File: config.mk
export PLATFORM = sky130hd
export DESIGN_NAME = pot_scan_array
export DESIGN_NICKNAME = d
export VERILOG_FILES = /design/src/rtl/pot_scan_array.sv
export SDC_FILE = /design/constraint.sdc
export NUM_CORES = 1
export LEC_CHECK = 0
export CORE_MARGIN = 2
export CORE_UTILIZATION = 55
export CTS_CLUSTER_DIAMETER = 50
export DETAILED_ROUTE_END_ITERATION = 8
export GPL_ROUTABILITY_DRIVEN = 0
export PLACE_DENSITY = 0.85
export SYNTH_ARGS = -nofsm -noshare
export SYNTH_HDL_FRONTEND = slang
export SYNTH_HIERARCHICAL = 1
export SYNTH_SLANG_ARGS = --single-unit
File: constraint.sdc
create_clock -name clk -period 5.77 [get_ports clk]
set_clock_uncertainty 0.15 [all_clocks]
set_input_delay 1.731 -clock clk [delete_from_list [all_inputs] [get_ports clk]]
set_output_delay 1.731 -clock clk [all_outputs]
set_load 0.02 [all_outputs]
File: src/rtl/pot_scan_array.sv
// Multi-channel pot digitiser: one shared count ramp timestamps NUM_POTS comparator inputs.
// Optional `POT_SYNC_EN adds a 2-flop synchroniser on every pot_in channel.

module pot_scan_lane #(
    parameter int CNT_W = 8
) (
    input  logic             clk,
    input  logic             rst,
    input  logic             arm,
    input  logic             sample,
    input  logic             last,
    input  logic             pot,
    input  logic [CNT_W-1:0] count,
    output logic [CNT_W-1:0] val,
    output logic             pend,
    output logic             pend_nxt
);
    logic [CNT_W-1:0] val_nxt;

    // At the terminal count, count already equals MAX_COUNT, so one latch path covers both cases
    always_comb begin
        pend_nxt = pend;
        val_nxt  = val;
        if (arm) begin
            pend_nxt = 1'b1;
        end else if (sample && pend && (pot || last)) begin
            pend_nxt = 1'b0;
            val_nxt  = count;
        end
    end

    always_ff @(posedge clk) begin
        if (rst) begin
            pend <= 1'b0;
            val  <= '0;
        end else begin
            pend <= pend_nxt;
            val  <= val_nxt;
        end
    end
endmodule

module pot_scan_array #(
    parameter int NUM_POTS    = 8,
    parameter int CNT_W       = 8,
    parameter int MAX_COUNT   = 228,
    parameter int DUMP_CYCLES = 2
) (
    input  logic                      clk,
    input  logic                      rst,
    input  logic                      scan_tick,
    input  logic                      fast_mode,
    input  logic                      potgo,
    input  logic [NUM_POTS-1:0]       pot_in,
    output logic [NUM_POTS*CNT_W-1:0] pot_val,
    output logic [NUM_POTS-1:0]       allpot,
    output logic                      dump,
    output logic                      busy,
    output logic                      scan_done
);
    localparam int DC_W = $clog2(DUMP_CYCLES + 1);

    typedef enum logic [1:0] {IDLE, DUMP, SCAN} state_t;

    state_t                           state, state_n;
    logic [CNT_W-1:0]                 count, count_n;
    logic [DC_W-1:0]                  dump_cnt, dump_cnt_n;
    logic                             done_n;
    logic                             adv, last, sample;
    logic [NUM_POTS-1:0]              pot_q, pend_nxt;
    logic [NUM_POTS-1:0][CNT_W-1:0]   val_arr;

`ifdef POT_SYNC_EN
    logic [NUM_POTS-1:0] pot_s1, pot_s2;
    always_ff @(posedge clk) begin
        if (rst) begin
            pot_s1 <= '0;
            pot_s2 <= '0;
        end else begin
            pot_s1 <= pot_in;
            pot_s2 <= pot_s1;
        end
    end
    assign pot_q = pot_s2;
`else
    assign pot_q = pot_in;
`endif

    assign adv     = fast_mode | scan_tick;
    assign last    = (count == CNT_W'(MAX_COUNT));
    // A restart in the same cycle wins over any latch
    assign sample  = (state == SCAN) && adv && !potgo;
    assign pot_val = val_arr;

    genvar gi;
    generate
        for (gi = 0; gi < NUM_POTS; gi++) begin : g_lane
            pot_scan_lane #(.CNT_W(CNT_W)) u_lane (
                .clk      (clk),
                .rst      (rst),
                .arm      (potgo),
                .sample   (sample),
                .last     (last),
                .pot      (pot_q[gi]),
                .count    (count),
                .val      (val_arr[gi]),
                .pend     (allpot[gi]),
                .pend_nxt (pend_nxt[gi])
            );
        end
    endgenerate

    always_comb begin
        state_n    = state;
        count_n    = count;
        dump_cnt_n = dump_cnt;
        done_n     = 1'b0;
        if (potgo) begin
            state_n    = DUMP;
            count_n    = '0;
            dump_cnt_n = '0;
        end else begin
            case (state)
                DUMP: begin
                    dump_cnt_n = dump_cnt + DC_W'(1);
                    if (dump_cnt == DC_W'(DUMP_CYCLES - 1)) begin
                        state_n = SCAN;
                        count_n = '0;
                    end
                end
                SCAN: begin
                    if (adv) begin
                        if (last || (pend_nxt == '0)) begin
                            state_n = IDLE;
                            done_n  = 1'b1;
                        end else begin
                            count_n = count + CNT_W'(1);
                        end
                    end
                end
                default: ;
            endcase
        end
    end

    always_ff @(posedge clk) begin
        if (rst) begin
            state     <= IDLE;
            count     <= '0;
            dump_cnt  <= '0;
            dump      <= 1'b1;
            busy      <= 1'b0;
            scan_done <= 1'b0;
        end else begin
            state     <= state_n;
            count     <= count_n;
            dump_cnt  <= dump_cnt_n;
            dump      <= (state_n != SCAN);
            busy      <= (state_n != IDLE);
            scan_done <= done_n;
        end
    end
endmodule

==> results of run 1 <==
-- routing by layer --
layer	share of wire [%]	global-route usage, %
met5	0	0
met4	1.9	8.838
met3	4.0	4.508
met2	50	40.17
met1	44	30.15
-- registers in the layout, summed over array words and instances, names as in the netlist --
register and cells:
busy 1, dump 1, count 8, state 2, g_lane.u_lane/val 64, g_lane.u_lane/pend 8
dump_cnt 2, scan_done 1
-- power groups by stage --
stage	sequential, uW	combinational, uW	clock [uW]
finish	609	76.6	424
global placement	623	74.8	0
CTS	609	76.6	431
detailed placement	623	76.0	0
floorplan	628	40.1	0
global route	610	82.3	458
-- tightest hold or removal path, delay by kind of cell, from the launching register on --
family / cells / cell delay, ns
DFF: 1 / 0.32
muxes: 1 / 0.05
and+or+nand+nor: 1 / 0.06
-- cell families (layout without fill, tap and decap cells) --
family	Yosys count	in the layout	share of synthesized area [%]
xor gates and xnor gates	1	1	0.2109
AOI/OAI and AO/OA	44	44	7.985
adders and majority gates	5	5	1.506
DFF	87	87	41.94
muxes	64	64	15.43
buffers and inverters	27	114	4.188
and+or+nand+nor	186	186	28.74
-- Yosys cell counts (2+ instances only) --
library cell / instances / area, um2
and2_1: 2 / 12.51
nand4_1: 6 / 37.54
a21oi_1: 8 / 40.04
o31ai_1: 6 / 45.04
dfxtp_1: 87 / 1742
mux2i_1: 64 / 640.6
nor3b_2: 8 / 100.1
a21o_2: 8 / 70.07
nor2_1: 7 / 26.28
or4_1: 6 / 45.04
nand2_1: 5 / 18.77
inv_1: 7 / 26.28
nand3_1: 3 / 15.01
a21oi_2: 2 / 17.52
or3_1: 2 / 12.51
o21ai_2: 8 / 70.07
o21ai_0: 6 / 30.03
nor2b_1: 9 / 56.30
clkbuf_1: 8 / 30.03
nand2b_1: 129 / 807.0
buf_6: 9 / 101.4
nor4_1: 4 / 25.02
ha_1: 5 / 62.56
-- worst max path at each step --
stage               startpoint  endpoint  slack (ns)  cells after the start
floorplan            scan_tick  count[1]        1.45                     10
global route             potgo  count[0]        1.16                     11
CTS                      potgo  count[5]        1.44                     11
detailed placement       potgo  count[0]        1.14                     11
global placement         potgo  count[0]        1.24                     11
finish                   potgo  count[5]        1.37                     11
-- metrics by stage --
step,hold WS (ns),instances
floorplan,0.3213,414
global placement,0.3073,584
detailed placement,0.3108,584
CTS,0.3303,600
global route,0.3449,600
finish,0.3265,600
-- final cells by class --
cell class              instances  share of cell area, %
multi-input cells             300                  42.87
clock buffers                   9                  2.374
inverters                       8                 0.5754
well taps                      99                  2.374
flip-flops and latches         87                  33.37
clock inverters                 7                  1.415
repair buffers                 90                  17.02
==> flow_summary_export.csv, run 1 <==
group,metric,value,unit
status,outcome,"finished clean",
critical_path,endpoint_kind,"register",
grt,grt_use_total,23.75,%
sta,clock.fmax,227.4,MHz
critical_path,critPathSlowestCell,"a21oi_2",
drt,vias_per_cell,5.355,
critical_path,reg2reg_to,"count[5]",
sta,fin_ws,1.372,ns
placement,dp_slack,1.139,ns
power_and_ir_drop,vdd_ir_drop_max,105.2,uV
critical_path,r2r_slack,2.22,ns
power_and_ir_drop,p_leak,0.001596,uW
clock_tree,insertion_delay,0.35,ns
sta,period_share,76.23,%
critical_path,ff2ff_path_depth,12,
logic_synthesis,ys_seq_elements,87,
sta,fin_tns_setup,0,ns
placement,place_area,5021,um2
clock_tree,cts.htree.levels,3,
power_and_ir_drop,p_int,846.5,uW
clock_tree,cts_setup_buffers,0,
logic_synthesis,synth-main-ff-cell,"dfxtp_1",
hold_path,hold_end,"g_lane[0].u_lane/val[6]",
floorplanning,initial_utilization,56.95,%
critical_path,critPathTopFamily,"compound AO/OA/AOI/OAI gates",
clock_tree,ctsResizeCount,0,
sta,worstMarginPinSlew,0.8618,ns
power_and_ir_drop,power_density,212.7,nW/um2
floorplanning,fp.dieH,90.90,um
layout,final.fill_count,573,
logic_synthesis,yosys_warnings,6,
critical_path,criticalPathCategory,"input port to register",
power_and_ir_drop,seq_power_share,54.9,%
placement,portBuffers,87,
floorplanning,core-area,7292,um2
critical_path,crit_path_cell_trace,"clkdlybuf4s50_1, buf_4, nor3_1, buf_4, o21ai_2, a21o_2, nor4_1, nand2_1, a21oi_2, o31ai_1, a21oi_1",
critical_path,reg2reg_from,"count[0]",
job,maxCapViolCount,0,
layout,diodes,0,
layout,seq_area,1742,um2
power_and_ir_drop,clock_power_share,38.2,%
layout,final_cell_mix,"129 x nand2b_1, 87 x dfxtp_1, 86 x clkdlybuf4s50_1, 64 x mux2i_1",
grt,grt_pass1_wl,15690,um
clock_tree,clk_path_buf_depth,2,
sta,relSlewSlack,42.29,%
grt,antenna_found_initial,0,
layout,layout_commonest_cell,"nand2b_1",
drt,wl,9563,um
clock_tree,numCtsBuffers,9,
sta,final_hold_viol_count,0,
logic_synthesis,syn_inst,414,
clock_tree,cts_tree,"yes",
drt,ant_nets,0,
drt,vias,3213,
layout,fin_area,5219,um2
hold_path,hp-class,"register to register",
grt,grt_pass1_vias,3164,
sta,rsz0062_at_grt,"no",
critical_path,critPathMaxFanout,21,
power_and_ir_drop,combPwrFrac,6.9,%
critical_path,cpMostUsedCell,"buf_4",
clock_tree,cts.sinks,87,
critical_path,critPathBufInv,3,
grt,grt_max_degree,99,
grt,overflow,0,
drt,wire_per_inst,15.94,um
logic_synthesis,syn_nets,432,
critical_path,worst_ep_arrival_time,4.52,ns
logic_synthesis,synth_edf_count,0,
logic_synthesis,synth.cell_area,4153,um2
logic_synthesis,postSynthAreaPerCell,10.03,um2
layout,drive_above_1_share,10.18,%
sta,slew_violations,0,
layout,finalCoreUtilization,71.57,%
hold_path,min_path_cells,2,
logic_synthesis,ys_seq_area_share,41.94,%
critical_path,startpoint_type,"input port",
clock_tree,cts_root_buf,"clkbuf_8",
floorplanning,io_pins,88,
layout,multiInputGateArea,2237,um2
sta,finalSetupViolations,0,
layout,syn_to_final_growth,25.67,%
clock_tree,clkTransAtPathRegs,0.09,ns
floorplanning,num_rows,31,
logic_synthesis,yosysUniqueCellTypes,38,
power_and_ir_drop,p_switching,263.7,uW
drt,remaining_drc_errors,0,
power_and_ir_drop,switching_share,23.75,%
placement,hpwl,6220,um
sta,finalCriticalPeriod,4.398,ns
hold_path,hp-start,"g_lane[0].u_lane/val[6]",
drt,dr.pass1.iters,4,
critical_path,slowest_delay,0.45,ns
critical_path,worstPathRequired,5.90,ns
logic_synthesis,postSynth.asyncResetShare,0,%
floorplanning,die_width,90.90,um
layout,num-nets-final,514,
drt,drt_iter0_markers,171,
power_and_ir_drop,total_power,1110,uW
floorplanning,dieArea,8262,um2
clock_tree,holdBufCountCts,0,
(Power assumes the default switching activity.)
==> inputs of run 2 (changes only) <==
--- a/config.mk
+++ b/config.mk
@@ -6,11 +6,11 @@
 export NUM_CORES = 1
 export LEC_CHECK = 0
 export CORE_MARGIN = 2
-export CORE_UTILIZATION = 55
+export CORE_UTILIZATION = 51
 export CTS_CLUSTER_DIAMETER = 50
 export DETAILED_ROUTE_END_ITERATION = 8
 export GPL_ROUTABILITY_DRIVEN = 0
-export PLACE_DENSITY = 0.85
+export PLACE_DENSITY = 0.8
 export SYNTH_ARGS = -nofsm -noshare
 export SYNTH_HDL_FRONTEND = slang
 export SYNTH_HIERARCHICAL = 1
==> constraint.sdc (replaced) <==
create_clock -name clk -period 4.25 [get_ports clk]
set_clock_uncertainty 0.15 [all_clocks]
set_input_delay 1.275 -clock clk [delete_from_list [all_inputs] [get_ports clk]]
set_output_delay 1.275 -clock clk [all_outputs]
set_load 0.02 [all_outputs]
==> run 2 against run 1 <==
Clock power increased by 35%; global-route usage fell by 1.3 points; hold slack barely moved; utilization decreased by 3.7 points; final cell count is 1.8% higher; register-to-register slack got worse by 1.5 ns; die area up 7.5%; non-clock buffer count grew 8; via count is 1.2% lower; largest cell class unchanged.
==> flow_summary_export.csv, run 2 (same netlist as run 1, synthesis figures left out) <==
group,metric,value,unit
layout,reg_top3,"g_lane.u_lane/val (64), count (8), g_lane.u_lane/pend (8)",
grt,top_usage_layer,"met2",
drt,dr.pass1.iters,4,
status,outcome,"finished clean",
layout,num-nets-final,522,
layout,syn_to_final_growth,27.54,%
layout,largest_register_ffs,64,
grt,antenna_found_initial,0,
grt,grt_use_total,22.43,%
sta,relSlewSlack,45.59,%
floorplanning,initial_utilization,53.19,%
critical_path,reg2reg_to,"count[1]",
sta,finalSetupViolations,0,
drt,vias_per_cell,5.193,
grt,grt_max_degree,75,
sta,finalCriticalPeriod,3.884,ns
grt,grt_util_met2,37.20,%
clock_tree,cts_setup_buffers,0,
sta,final_hold_viol_count,0,
clock_tree,cts.htree.levels,3,
critical_path,worst_ep_arrival_time,4.02,ns
critical_path,ff2ff_path_depth,12,
hold_path,hp-class,"register to register",
grt,grt_use_met3,4.575,%
layout,final_cell_mix,"129 x nand2b_1, 87 x dfxtp_1, 86 x clkdlybuf4s50_1, 64 x mux2i_1, 10 x buf_4",
clock_tree,clk_path_buf_depth,2,
clock_tree,cts_root_buf,"clkbuf_8",
drt,ant_nets,0,
clock_tree,clkTransAtPathRegs,0.09,ns
floorplanning,num_rows,32,
hold_path,min_path_cells,2,
placement,hpwl,6344,um
critical_path,worstPathRequired,4.38,ns
floorplanning,fp.dieH,94.24,um
grt,grt_pass1_vias,3113,
sta,fin_ws,0.3663,ns
clock_tree,insertion_delay,0.35,ns
clock_tree,cts.sinks,87,
power_and_ir_drop,p_leak,0.001638,uW
grt,overflow,0,
sta,rsz0062_at_grt,"no",
critical_path,critPathMaxFanout,14,
clock_tree,ctsResizeCount,0,
clock_tree,holdBufCountCts,0,
sta,worstMarginPinSlew,0.8161,ns
clock_tree,cts_tree,"yes",
critical_path,r2r_slack,0.69,ns
power_and_ir_drop,vdd_ir_drop_max,205.7,uV
placement,portBuffers,87,
drt,vias,3173,
critical_path,startpoint_type,"input port",
drt,remaining_drc_errors,0,
critical_path,reg2reg_from,"count[0]",
sta,clock.fmax,257.5,MHz
hold_path,hp-start,"g_lane[3].u_lane/val[0]",
floorplanning,core-area,7807,um2
drt,drt_iter0_markers,122,
sta,period_share,91.38,%
clock_tree,numCtsBuffers,9,
placement,dp_slack,0.03471,ns
power_and_ir_drop,power_density,283.8,nW/um2
job,maxCapViolCount,0,
critical_path,criticalPathCategory,"input port to register",
floorplanning,io_pins,88,
grt,grt_pass1_wl,15410,um
layout,layout_commonest_cell,"nand2b_1",
critical_path,endpoint_kind,"register",
layout,regMostFlops,"g_lane.u_lane/val",
sta,slew_violations,0,
layout,diodes,0,
layout,drive_above_1_share,11.39,%
sta,fin_tns_setup,0,ns
grt,gr-usage-met1,28.94,%
floorplanning,die_width,94.24,um
hold_path,hold_end,"g_lane[3].u_lane/val[0]",
floorplanning,dieArea,8880,um2
drt,wl,9522,um
drt,wire_per_inst,15.58,um
[run 2: changes by cell type in the layout (fill, tap and decap cells not counted), sizes merged]
cell	change
buf	+8
clkinv	-2
clkinvlp	+1
clkbuf	+1
[run 2: worst max-delay path by stage]
stage,startpoint,to,slack [ns],cells past startpoint
2_1_floorplan,scan_tick,count[1],0.39,10
3_3_place_gp,scan_tick,count[0],0.17,11
3_5_place_dp,fast_mode,count[2],0.03,11
4_1_cts,fast_mode,count[0],0.41,11
5_1_grt,fast_mode,count[0],0.12,11
6_report,fast_mode,count[1],0.37,11
[run 2: power breakdown]
part | leakage, uW | total, uW | switching [uW] | internal, uW
clock network | 0.0000927 | 571 | 296 | 275
registers | 0.000704 | 827 | 5.29 | 822
logic | 0.000841 | 105 | 49.5 | 55.7
total | 0.00164 | 1500 | 351 | 1150
[run 2: routing by layer]
| metal | vias up | part of all wire, % |
|---|---|---|
| met3 | 14 | 5.0 |
| li1 | 1586 | - |
| met1 | 1489 | 44 |
| met5 | - | 0 |
| met2 | 84 | 49 |
| met4 | 0 | 1.8 |
[run 2: cell type report]
class                           count  area (um2)
Fill cell                         653        2511
Multi-Input combinational cell    300        2237
Sequential cell                    87        1742
Timing Repair Buffer               98       960.9
Clock buffer                       10       127.6
Tap cell                          102       127.6
Clock inverter                      6       71.32
Inverter                            8       30.03
[run 2: per-stage QoR]
step                hold slack [ns]  total power [uW]  instances  utilization (%)  instance area [um2]
floorplan                    0.3213             907.5        414                -                 4153
global placement             0.3105             949.9        595            65.29                 5097
detailed placement           0.3112             951.5        595            65.29                 5097
CTS                          0.3304              1515        611            67.84                 5296
global route                 0.3424              1566        611            67.84                 5296
finish                       0.3267              1503        611            67.84                 5296
[run 2: worst max-delay path, cell delays in order]
cell	delay (ns)
clkdlybuf4s50_1	0.46
nor2_1	0.12
nor3_1	0.19
buf_4	0.23
o21ai_2	0.08
a21o_2	0.22
nor4_1	0.49
nand2_1	0.13
a21oi_2	0.46
o21ai_0	0.17
a21oi_1	0.18
